==> src/rtl/pll_reconfig_seq_if.sv <==
// Configuration, reconfig-IP and PLL signals of the reconfiguration sequencer.
// master: config source plus reconfig IP / PLL side; slave: the sequencer itself.
interface pll_reconfig_seq_if #(
  parameter int NUM_CNT = 2,
  parameter int DATA_W  = 9
);
  logic                      cfg_valid;
  logic                      cfg_ready;
  logic [NUM_CNT-1:0]        cfg_en_mask;
  logic [NUM_CNT*DATA_W-1:0] cfg_data;
  logic                      cfg_sync;
  logic                      rcfg_busy;
  logic                      rcfg_write_param;
  logic [3:0]                rcfg_counter_type;
  logic [2:0]                rcfg_counter_param;
  logic [DATA_W-1:0]         rcfg_data_in;
  logic                      rcfg_reconfig;
  logic                      pll_locked;
  logic                      pll_areset;
  logic                      done;
  logic                      error;
  logic [3:0]                state_test;

  modport master (
    output cfg_valid, cfg_en_mask, cfg_data, cfg_sync, rcfg_busy, pll_locked,
    input  cfg_ready, rcfg_write_param, rcfg_counter_type, rcfg_counter_param,
           rcfg_data_in, rcfg_reconfig, pll_areset, done, error, state_test
  );

  modport slave (
    input  cfg_valid, cfg_en_mask, cfg_data, cfg_sync, rcfg_busy, pll_locked,
    output cfg_ready, rcfg_write_param, rcfg_counter_type, rcfg_counter_param,
           rcfg_data_in, rcfg_reconfig, pll_areset, done, error, state_test
  );
endinterface

==> src/rtl/pll_reconfig_seq.sv <==
// PLL reconfiguration sequencer: latches a counter config, waits for a delayed sync, writes the
// selected counters, triggers reconfig and supervises lock with bounded areset retries.
module pll_reconfig_seq #(
  parameter int NUM_CNT       = 2,
  parameter int DATA_W        = 9,
  parameter int CNT_TYPE_BASE = 4,
  parameter int CNT_PARAM     = 2,
  parameter int SYNC_DLY      = 16,
  parameter int LOCK_TIMEOUT  = 1024,
  parameter int MAX_RETRY     = 3,
  parameter int ARST_W        = 4
) (
  input  logic              clk_in,
  input  logic              rst_in,
  pll_reconfig_seq_if.slave bus
);
  localparam int TMAX0 = (LOCK_TIMEOUT > SYNC_DLY) ? LOCK_TIMEOUT : SYNC_DLY;
  localparam int TMAX  = (TMAX0 > ARST_W) ? TMAX0 : ARST_W;
  localparam int TMR_W = $clog2(TMAX + 1);
  localparam int RTY_W = (MAX_RETRY > 0) ? $clog2(MAX_RETRY + 1) : 1;
  localparam int IDX_W = (NUM_CNT > 1) ? $clog2(NUM_CNT) : 1;

  typedef enum logic [3:0] {
    IDLE = 4'd0, ARMED = 4'd1, SYNC_WAIT = 4'd2, WRITE = 4'd3, WAIT_WR = 4'd4,
    RECONF = 4'd5, WAIT_RC = 4'd6, WAIT_LOCK = 4'd7, AREST = 4'd8, DONE = 4'd9
  } state_t;

  state_t                    state, state_nx;
  logic [1:0]                sync_ff, lock_ff;
  logic                      sync_d;
  logic [TMR_W-1:0]          timer;
  logic [RTY_W-1:0]          retry;
  logic [2:0]                lock_cnt;
  logic                      error_q;
  logic [NUM_CNT-1:0]        mask_q;
  logic [NUM_CNT*DATA_W-1:0] data_q;
  logic [IDX_W-1:0]          cur_idx, first_idx, next_idx;
  logic                      has_next, sync_rise, cfg_load, cfg_ready;
  logic                      write_param, reconfig, areset, done_o;
  logic [3:0]                counter_type;
  logic [DATA_W-1:0]         data_in;

  assign sync_rise = sync_ff[1] & ~sync_d;
  assign cfg_ready = (state == IDLE) || (state == ARMED);
  assign cfg_load  = bus.cfg_valid && cfg_ready && (|bus.cfg_en_mask);

  always_ff @(posedge clk_in or negedge rst_in) begin
    if (!rst_in) begin
      sync_ff <= '0;
      lock_ff <= '0;
      sync_d  <= 1'b0;
    end else begin
      sync_ff <= {sync_ff[0], bus.cfg_sync};
      lock_ff <= {lock_ff[0], bus.pll_locked};
      sync_d  <= sync_ff[1];
    end
  end

  // Lowest set mask bit starts the sequence; the next higher set bit follows each write.
  always_comb begin
    first_idx = '0;
    next_idx  = '0;
    has_next  = 1'b0;
    for (int i = NUM_CNT - 1; i >= 0; i--) begin
      if (mask_q[i]) first_idx = IDX_W'(i);
      if (mask_q[i] && (i > int'(cur_idx))) begin
        has_next = 1'b1;
        next_idx = IDX_W'(i);
      end
    end
  end

  always_ff @(posedge clk_in or negedge rst_in) begin
    if (!rst_in) state <= IDLE;
    else         state <= state_nx;
  end

  always_comb begin
    state_nx = state;
    case (state)
      IDLE:      if (cfg_load) state_nx = ARMED;
      ARMED:     if (sync_rise) state_nx = SYNC_WAIT;
      SYNC_WAIT: if (timer == TMR_W'(SYNC_DLY - 1)) state_nx = WRITE;
      WRITE:     if (timer == TMR_W'(1)) state_nx = WAIT_WR;
      WAIT_WR:   if (!bus.rcfg_busy) state_nx = has_next ? WRITE : RECONF;
      RECONF:    if (timer == TMR_W'(1)) state_nx = WAIT_RC;
      WAIT_RC:   if (!bus.rcfg_busy) state_nx = WAIT_LOCK;
      WAIT_LOCK: begin
        if (lock_ff[1] && (lock_cnt == 3'd7))
          state_nx = DONE;
        else if (timer == TMR_W'(LOCK_TIMEOUT - 1))
          state_nx = (retry < RTY_W'(MAX_RETRY)) ? AREST : IDLE;
      end
      AREST:     if (timer == TMR_W'(ARST_W - 1)) state_nx = WAIT_LOCK;
      DONE:      state_nx = IDLE;
      default:   state_nx = IDLE;
    endcase
  end

  // Timer restarts on every state change, so each timed state starts from zero.
  always_ff @(posedge clk_in or negedge rst_in) begin
    if (!rst_in) begin
      timer    <= '0;
      retry    <= '0;
      lock_cnt <= '0;
      error_q  <= 1'b0;
      mask_q   <= '0;
      data_q   <= '0;
      cur_idx  <= '0;
    end else begin
      if (state_nx != state)         timer <= '0;
      else if (timer != TMR_W'(TMAX)) timer <= timer + TMR_W'(1);

      if ((state == WAIT_LOCK) && lock_ff[1]) lock_cnt <= lock_cnt + 3'd1;
      else                                    lock_cnt <= '0;

      if (cfg_load) begin
        mask_q  <= bus.cfg_en_mask;
        data_q  <= bus.cfg_data;
        error_q <= 1'b0;
        retry   <= '0;
      end
      if ((state == WAIT_LOCK) && (state_nx == AREST)) retry <= retry + RTY_W'(1);
      if ((state == WAIT_LOCK) && (state_nx == IDLE))  error_q <= 1'b1;
      if (state == DONE)                               retry <= '0;

      if ((state == SYNC_WAIT) && (state_nx == WRITE))    cur_idx <= first_idx;
      else if ((state == WAIT_WR) && (state_nx == WRITE)) cur_idx <= next_idx;
    end
  end

  always_comb begin
    write_param  = 1'b0;
    reconfig     = 1'b0;
    areset       = 1'b0;
    done_o       = 1'b0;
    counter_type = '0;
    data_in      = '0;
    case (state)
      WRITE:   write_param = 1'b1;
      RECONF:  reconfig    = 1'b1;
      AREST:   areset      = 1'b1;
      DONE:    done_o      = 1'b1;
      default: ;
    endcase
    if ((state == WRITE) || (state == WAIT_WR)) begin
      counter_type = 4'(CNT_TYPE_BASE) + 4'(cur_idx);
      data_in      = data_q[int'(cur_idx) * DATA_W +: DATA_W];
    end
  end

  assign bus.cfg_ready          = cfg_ready;
  assign bus.rcfg_write_param   = write_param;
  assign bus.rcfg_counter_type  = counter_type;
  assign bus.rcfg_counter_param = 3'(CNT_PARAM);
  assign bus.rcfg_data_in       = data_in;
  assign bus.rcfg_reconfig      = reconfig;
  assign bus.pll_areset         = areset;
  assign bus.done               = done_o;
  assign bus.error              = error_q;
  assign bus.state_test         = state;
endmodule
==> src/flat_wrapper.sv <==
// flat-port wrapper written by rule: the top's interface ports become plain ports
module pll_reconfig_seq_flat 
#(
  parameter int NUM_CNT       = 2,
  parameter int DATA_W        = 9,
  parameter int CNT_TYPE_BASE = 4,
  parameter int CNT_PARAM     = 2,
  parameter int SYNC_DLY      = 16,
  parameter int LOCK_TIMEOUT  = 1024,
  parameter int MAX_RETRY     = 3,
  parameter int ARST_W        = 4
)
  (clk_in, rst_in, bus_cfg_valid, bus_cfg_en_mask, bus_cfg_data, bus_cfg_sync, bus_rcfg_busy, bus_pll_locked, bus_cfg_ready, bus_rcfg_write_param, bus_rcfg_counter_type, bus_rcfg_counter_param, bus_rcfg_data_in, bus_rcfg_reconfig, bus_pll_areset, bus_done, bus_error, bus_state_test);
  pll_reconfig_seq_if #(.NUM_CNT(NUM_CNT), .DATA_W(DATA_W)) bus_i ();
  input  logic clk_in;
  input  logic rst_in;
  input wire logic [$bits(bus_i.cfg_valid)-1:0] bus_cfg_valid;
  input wire logic [$bits(bus_i.cfg_en_mask)-1:0] bus_cfg_en_mask;
  input wire logic [$bits(bus_i.cfg_data)-1:0] bus_cfg_data;
  input wire logic [$bits(bus_i.cfg_sync)-1:0] bus_cfg_sync;
  input wire logic [$bits(bus_i.rcfg_busy)-1:0] bus_rcfg_busy;
  input wire logic [$bits(bus_i.pll_locked)-1:0] bus_pll_locked;
  output wire logic [$bits(bus_i.cfg_ready)-1:0] bus_cfg_ready;
  output wire logic [$bits(bus_i.rcfg_write_param)-1:0] bus_rcfg_write_param;
  output wire logic [$bits(bus_i.rcfg_counter_type)-1:0] bus_rcfg_counter_type;
  output wire logic [$bits(bus_i.rcfg_counter_param)-1:0] bus_rcfg_counter_param;
  output wire logic [$bits(bus_i.rcfg_data_in)-1:0] bus_rcfg_data_in;
  output wire logic [$bits(bus_i.rcfg_reconfig)-1:0] bus_rcfg_reconfig;
  output wire logic [$bits(bus_i.pll_areset)-1:0] bus_pll_areset;
  output wire logic [$bits(bus_i.done)-1:0] bus_done;
  output wire logic [$bits(bus_i.error)-1:0] bus_error;
  output wire logic [$bits(bus_i.state_test)-1:0] bus_state_test;
  assign bus_i.cfg_valid = bus_cfg_valid;
  assign bus_i.cfg_en_mask = bus_cfg_en_mask;
  assign bus_i.cfg_data = bus_cfg_data;
  assign bus_i.cfg_sync = bus_cfg_sync;
  assign bus_i.rcfg_busy = bus_rcfg_busy;
  assign bus_i.pll_locked = bus_pll_locked;
  assign bus_cfg_ready = bus_i.cfg_ready;
  assign bus_rcfg_write_param = bus_i.rcfg_write_param;
  assign bus_rcfg_counter_type = bus_i.rcfg_counter_type;
  assign bus_rcfg_counter_param = bus_i.rcfg_counter_param;
  assign bus_rcfg_data_in = bus_i.rcfg_data_in;
  assign bus_rcfg_reconfig = bus_i.rcfg_reconfig;
  assign bus_pll_areset = bus_i.pll_areset;
  assign bus_done = bus_i.done;
  assign bus_error = bus_i.error;
  assign bus_state_test = bus_i.state_test;
  pll_reconfig_seq #(.NUM_CNT(NUM_CNT), .DATA_W(DATA_W), .CNT_TYPE_BASE(CNT_TYPE_BASE), .CNT_PARAM(CNT_PARAM), .SYNC_DLY(SYNC_DLY), .LOCK_TIMEOUT(LOCK_TIMEOUT), .MAX_RETRY(MAX_RETRY), .ARST_W(ARST_W)) u_core (.clk_in(clk_in), .rst_in(rst_in), .bus(bus_i));
endmodule
==> config.mk <==
export PLATFORM = sky130hd
export DESIGN_NAME = pll_reconfig_seq_flat
export DESIGN_NICKNAME = d
export VERILOG_FILES = /design/src/rtl/pll_reconfig_seq_if.sv /design/src/rtl/pll_reconfig_seq.sv /design/src/flat_wrapper.sv
export SDC_FILE = /design/constraint.sdc
export NUM_CORES = 1
export LEC_CHECK = 0
export BUFFER_PORTS_ARGS = -buffer_cell sky130_fd_sc_hd__buf_2
export CAP_MARGIN = 10
export CORE_MARGIN = 2
export CORE_UTILIZATION = 55
export DETAILED_ROUTE_END_ITERATION = 16
export PLACE_DENSITY = 0.78
export SYNTH_ARGS = -nofsm -noshare
export SYNTH_HDL_FRONTEND = slang
export SYNTH_SLANG_ARGS = --single-unit
==> constraint.sdc <==
create_clock -name clk_in -period 3.44 [get_ports clk_in]
set_input_delay 0.688 -clock clk_in [delete_from_list [all_inputs] [get_ports clk_in]]
set_output_delay 0.688 -clock clk_in [all_outputs]
set_load 0.05 [all_outputs]
==> run_results.csv <==
group,metric,value,unit
status,status,"finished clean",
routing,drtIter0Drc,72,
critical_path,worstPathArrival,2.11,ns
clocking,cts_root_buf,"clkbuf_8",
yosys,yosys.area.top_type,"dfrtp_1",
floorplanning,die_area,0.00515,sq mm
floorplanning,rows,24,
finish,multiInputGateArea,0.00125,sq mm
global_route,antenna_found_initial,0,
yosys,ys_types,50,
finish,seqCellArea,0.00118,sq mm
critical_path,crit_path_top_delay_cell,"dfrtp_1",
yosys,ys_ff_latch,47,
routing,remaining_drc_errors,0,
sta,fin_crit_sh,81.5,%
placement,place_ws,0.876,ns
finish,fin_nets,316,
clocking,cts_buffers,5,
floorplanning,ios,52,
yosys,ys.warnings.count,0,
finish,n_antenna_cell,0,
sta,layout_setup_ws,0.637,ns
yosys,async_flop_share,100,%
sta,setup_tns,0,ns
clocking,cts_setup_buffers,0,
clocking,clk_pin_slew,0.09,ns
yosys,synth_area_per_cell,10.4,sq um
routing,ant_nets,0,
yosys,synth_cells,242,
sta,slew_headroom,31.7,%
clocking,holdBufCountCts,0,
placement,io_buffers,46,
clocking,clkSinkCount,47,
global_route,grt_pass1_wl,8400,um
sta,worstMarginPinSlew,1.02,ns
finish,syn2layout_area_growth,14.8,%
yosys,synthTopCellsByArea,"dfrtp_1 (47%), mux2_1 (4.9%), mux2_2 (4.0%)",
sta,fin_worst_skew,0.0111,ns
power,vdd_drop_max,0.639,mV
global_route,grt_max_degree,48,
yosys,netlist_area,0.00253,sq mm
clocking,clockBufferDepth,2,
floorplanning,fp.dieW,71.8,um
clocking,cts-resized-gates,0,
critical_path,criticalPathCategory,"flop to output port",
hold_path,hp-class,"flop to flop",
yosys,synth_most_common_cell,"dfrtp_1",
routing,wl,5080,um
sta,fmax,357,MHz
routing,viasPerCell,5.72,
clocking,ctsHtreeMaxLevel,2,
sta,slew_viol_final,0,
critical_path,end_kind,"output port",
critical_path,required,2.75,ns
clocking,clk_latency,0.31,ns
critical_path,cp-start-kind,"flop",
finish,fill_cells,375,
critical_path,critPathMaxStageDelay,0.61,ns
placement,gp_congestion,0.868,
routing,vias,1928,
yosys,synthTopCellsByCount,"dfrtp_1 (47), nor2_1 (22), nand2_1 (16)",
yosys,ys.flop_type,"dfrtp_1",
power,cellPowerDensity,891,mW/mm^2
critical_path,crit_fanout,16,
sta,rsz0062_at_grt,"no",
floorplanning,coreArea,0.00438,sq mm
sta,hold_viol_final,0,
sta,finalSetupViolations,0,
yosys,synth_enable_flop_cells,0,
floorplanning,initial_core_util,57.6,%
placement,post-dp-hpwl,3640,um
power,power_leakage,0.00146,uW
job,cap_violations,0,
critical_path,crit_family,"simple AND/OR/NAND/NOR gates",
global_route,grt_pass1_vias,1825,
routing,dr.pass1.iters,4,
clocking,cts_tree,"built",
global_route,grt_usage,21.2,%
sta,holdWs,0.357,ns
critical_path,crit_path_cell_trace,"nand2_1 > nor2_1 > a21oi_1 > or2_2 > inv_1 > and2_1 > buf_2",
yosys,synth_top_area_share,46.6,%
critical_path,path_buf_inv,2,
routing,wl_per_cell,15.1,um
yosys,ys_seq_area_share,46.6,%
finish,fin_util,66.1,%
sta,fin_crit,2.80,ns
finish,drive_above_1_share,29.5,%
floorplanning,dieHeight,71.8,um
global_route,grt_overflow_total,0,
through the flow:
stage          total power (uW)  instance area [sq um]  std cells
2_1_floorplan              1870                   2540        245
3_3_place_gp               2070                   2760        329
3_5_place_dp               2100                   2760        329
4_1_cts                    2600                   2900        337
5_1_grt                    2750                   2900        337
6_report                   2580                   2900        337
state kept, by name, indices dropped and copies added (netlist names):
register	count
u_core.bus.error	1
u_core.bus.state_test	4
u_core.cur_idx	1
u_core.data_q	18
u_core.lock_cnt	3
u_core.lock_ff	2
u_core.mask_q	2
u_core.retry	2
u_core.sync_d	1
u_core.sync_ff	2
u_core.timer	11
per-layer routing:
layer,GRT usage (%),vias to the layer above,routed length (um)
met3,4.08,8,247
li1,-,918,-
met5,0,-,0
met2,34.9,62,2480
met4,8.39,0,82
met1,27.7,940,2270
report_power, final:
| part | internal [uW] | switching (uW) | total (uW) |
|---|---|---|---|
| logic | 404 | 795 | 1200 |
| clock network | 295 | 201 | 496 |
| registers | 719 | 170 | 889 |
| total | 1420 | 1170 | 2580 |
cells by family (layout without fill, tap and decap cells):
family          count (synthesis)  count (layout)  synth area share (%)
compound gates                 28              28                  7.68
fa+ha+maj                       6               6                  2.97
buf+inv                        22              62                  4.46
flops                          47              47                  46.6
mux                            29              29                  12.5
simple gates                   99              99                  22.4
other cells                     2               5                 0.297
xor+xnor                        9               9                  3.12
cell usage in the layout (no fill, tap or decap), drive strengths merged, types with 2 or more instances in the layout:
cell type	Yosys	routed
a211oi	2	2
o32a	2	2
ha	6	6
and4	3	3
dfrtp	47	47
nor3	5	5
nand2b	6	6
or4b	3	3
xor2	7	7
and3	7	7
xnor2	2	2
nor2b	3	3
a21oi	8	8
nand4	4	4
nor4	3	3
conb	2	5
inv	7	8
mux2i	9	9
o21ai	6	6
bufinv	0	2
or2	4	4
clkbuf	6	5
buf	9	47
nand3	8	8
mux2	20	20
nor2	31	31
nand2	16	16
o211ai	2	2
a211o	2	2
final timing paths:
kind / startpoint / to / slack, ns / cells past startpoint
min in group asynchronous: rst_in / u_core.timer[4]$_DFFE_PN0P_ / 0.55 / 1
max: u_core.bus.state_test[0]$_DFF_PN0_ / bus_rcfg_counter_type[0] / 0.64 / 7
max reg2reg: u_core.bus.state_test[2]$_DFF_PN0_ / u_core.timer[10]$_DFFE_PN0P_ / 0.86 / 6
min reg2reg: u_core.sync_ff[0]$_DFF_PN0_ / u_core.sync_ff[1]$_DFF_PN0_ / 0.36 / 0
max in group asynchronous: rst_in / u_core.data_q[5]$_DFFE_PN0P_ / 2.26 / 1
min: u_core.sync_ff[0]$_DFF_PN0_ / u_core.sync_ff[1]$_DFF_PN0_ / 0.36 / 0
final cells by class:
cell class	count	area share [%]
Multi-Input combinational cell	176	43.2
Timing Repair Buffer	47	8.20
Clock inverter	3	2.46
Tap cell	52	2.24
Clock buffer	5	2.37
Inverter	7	0.906
Sequential cell	47	40.6
Power figures use the tool's default switching activity.
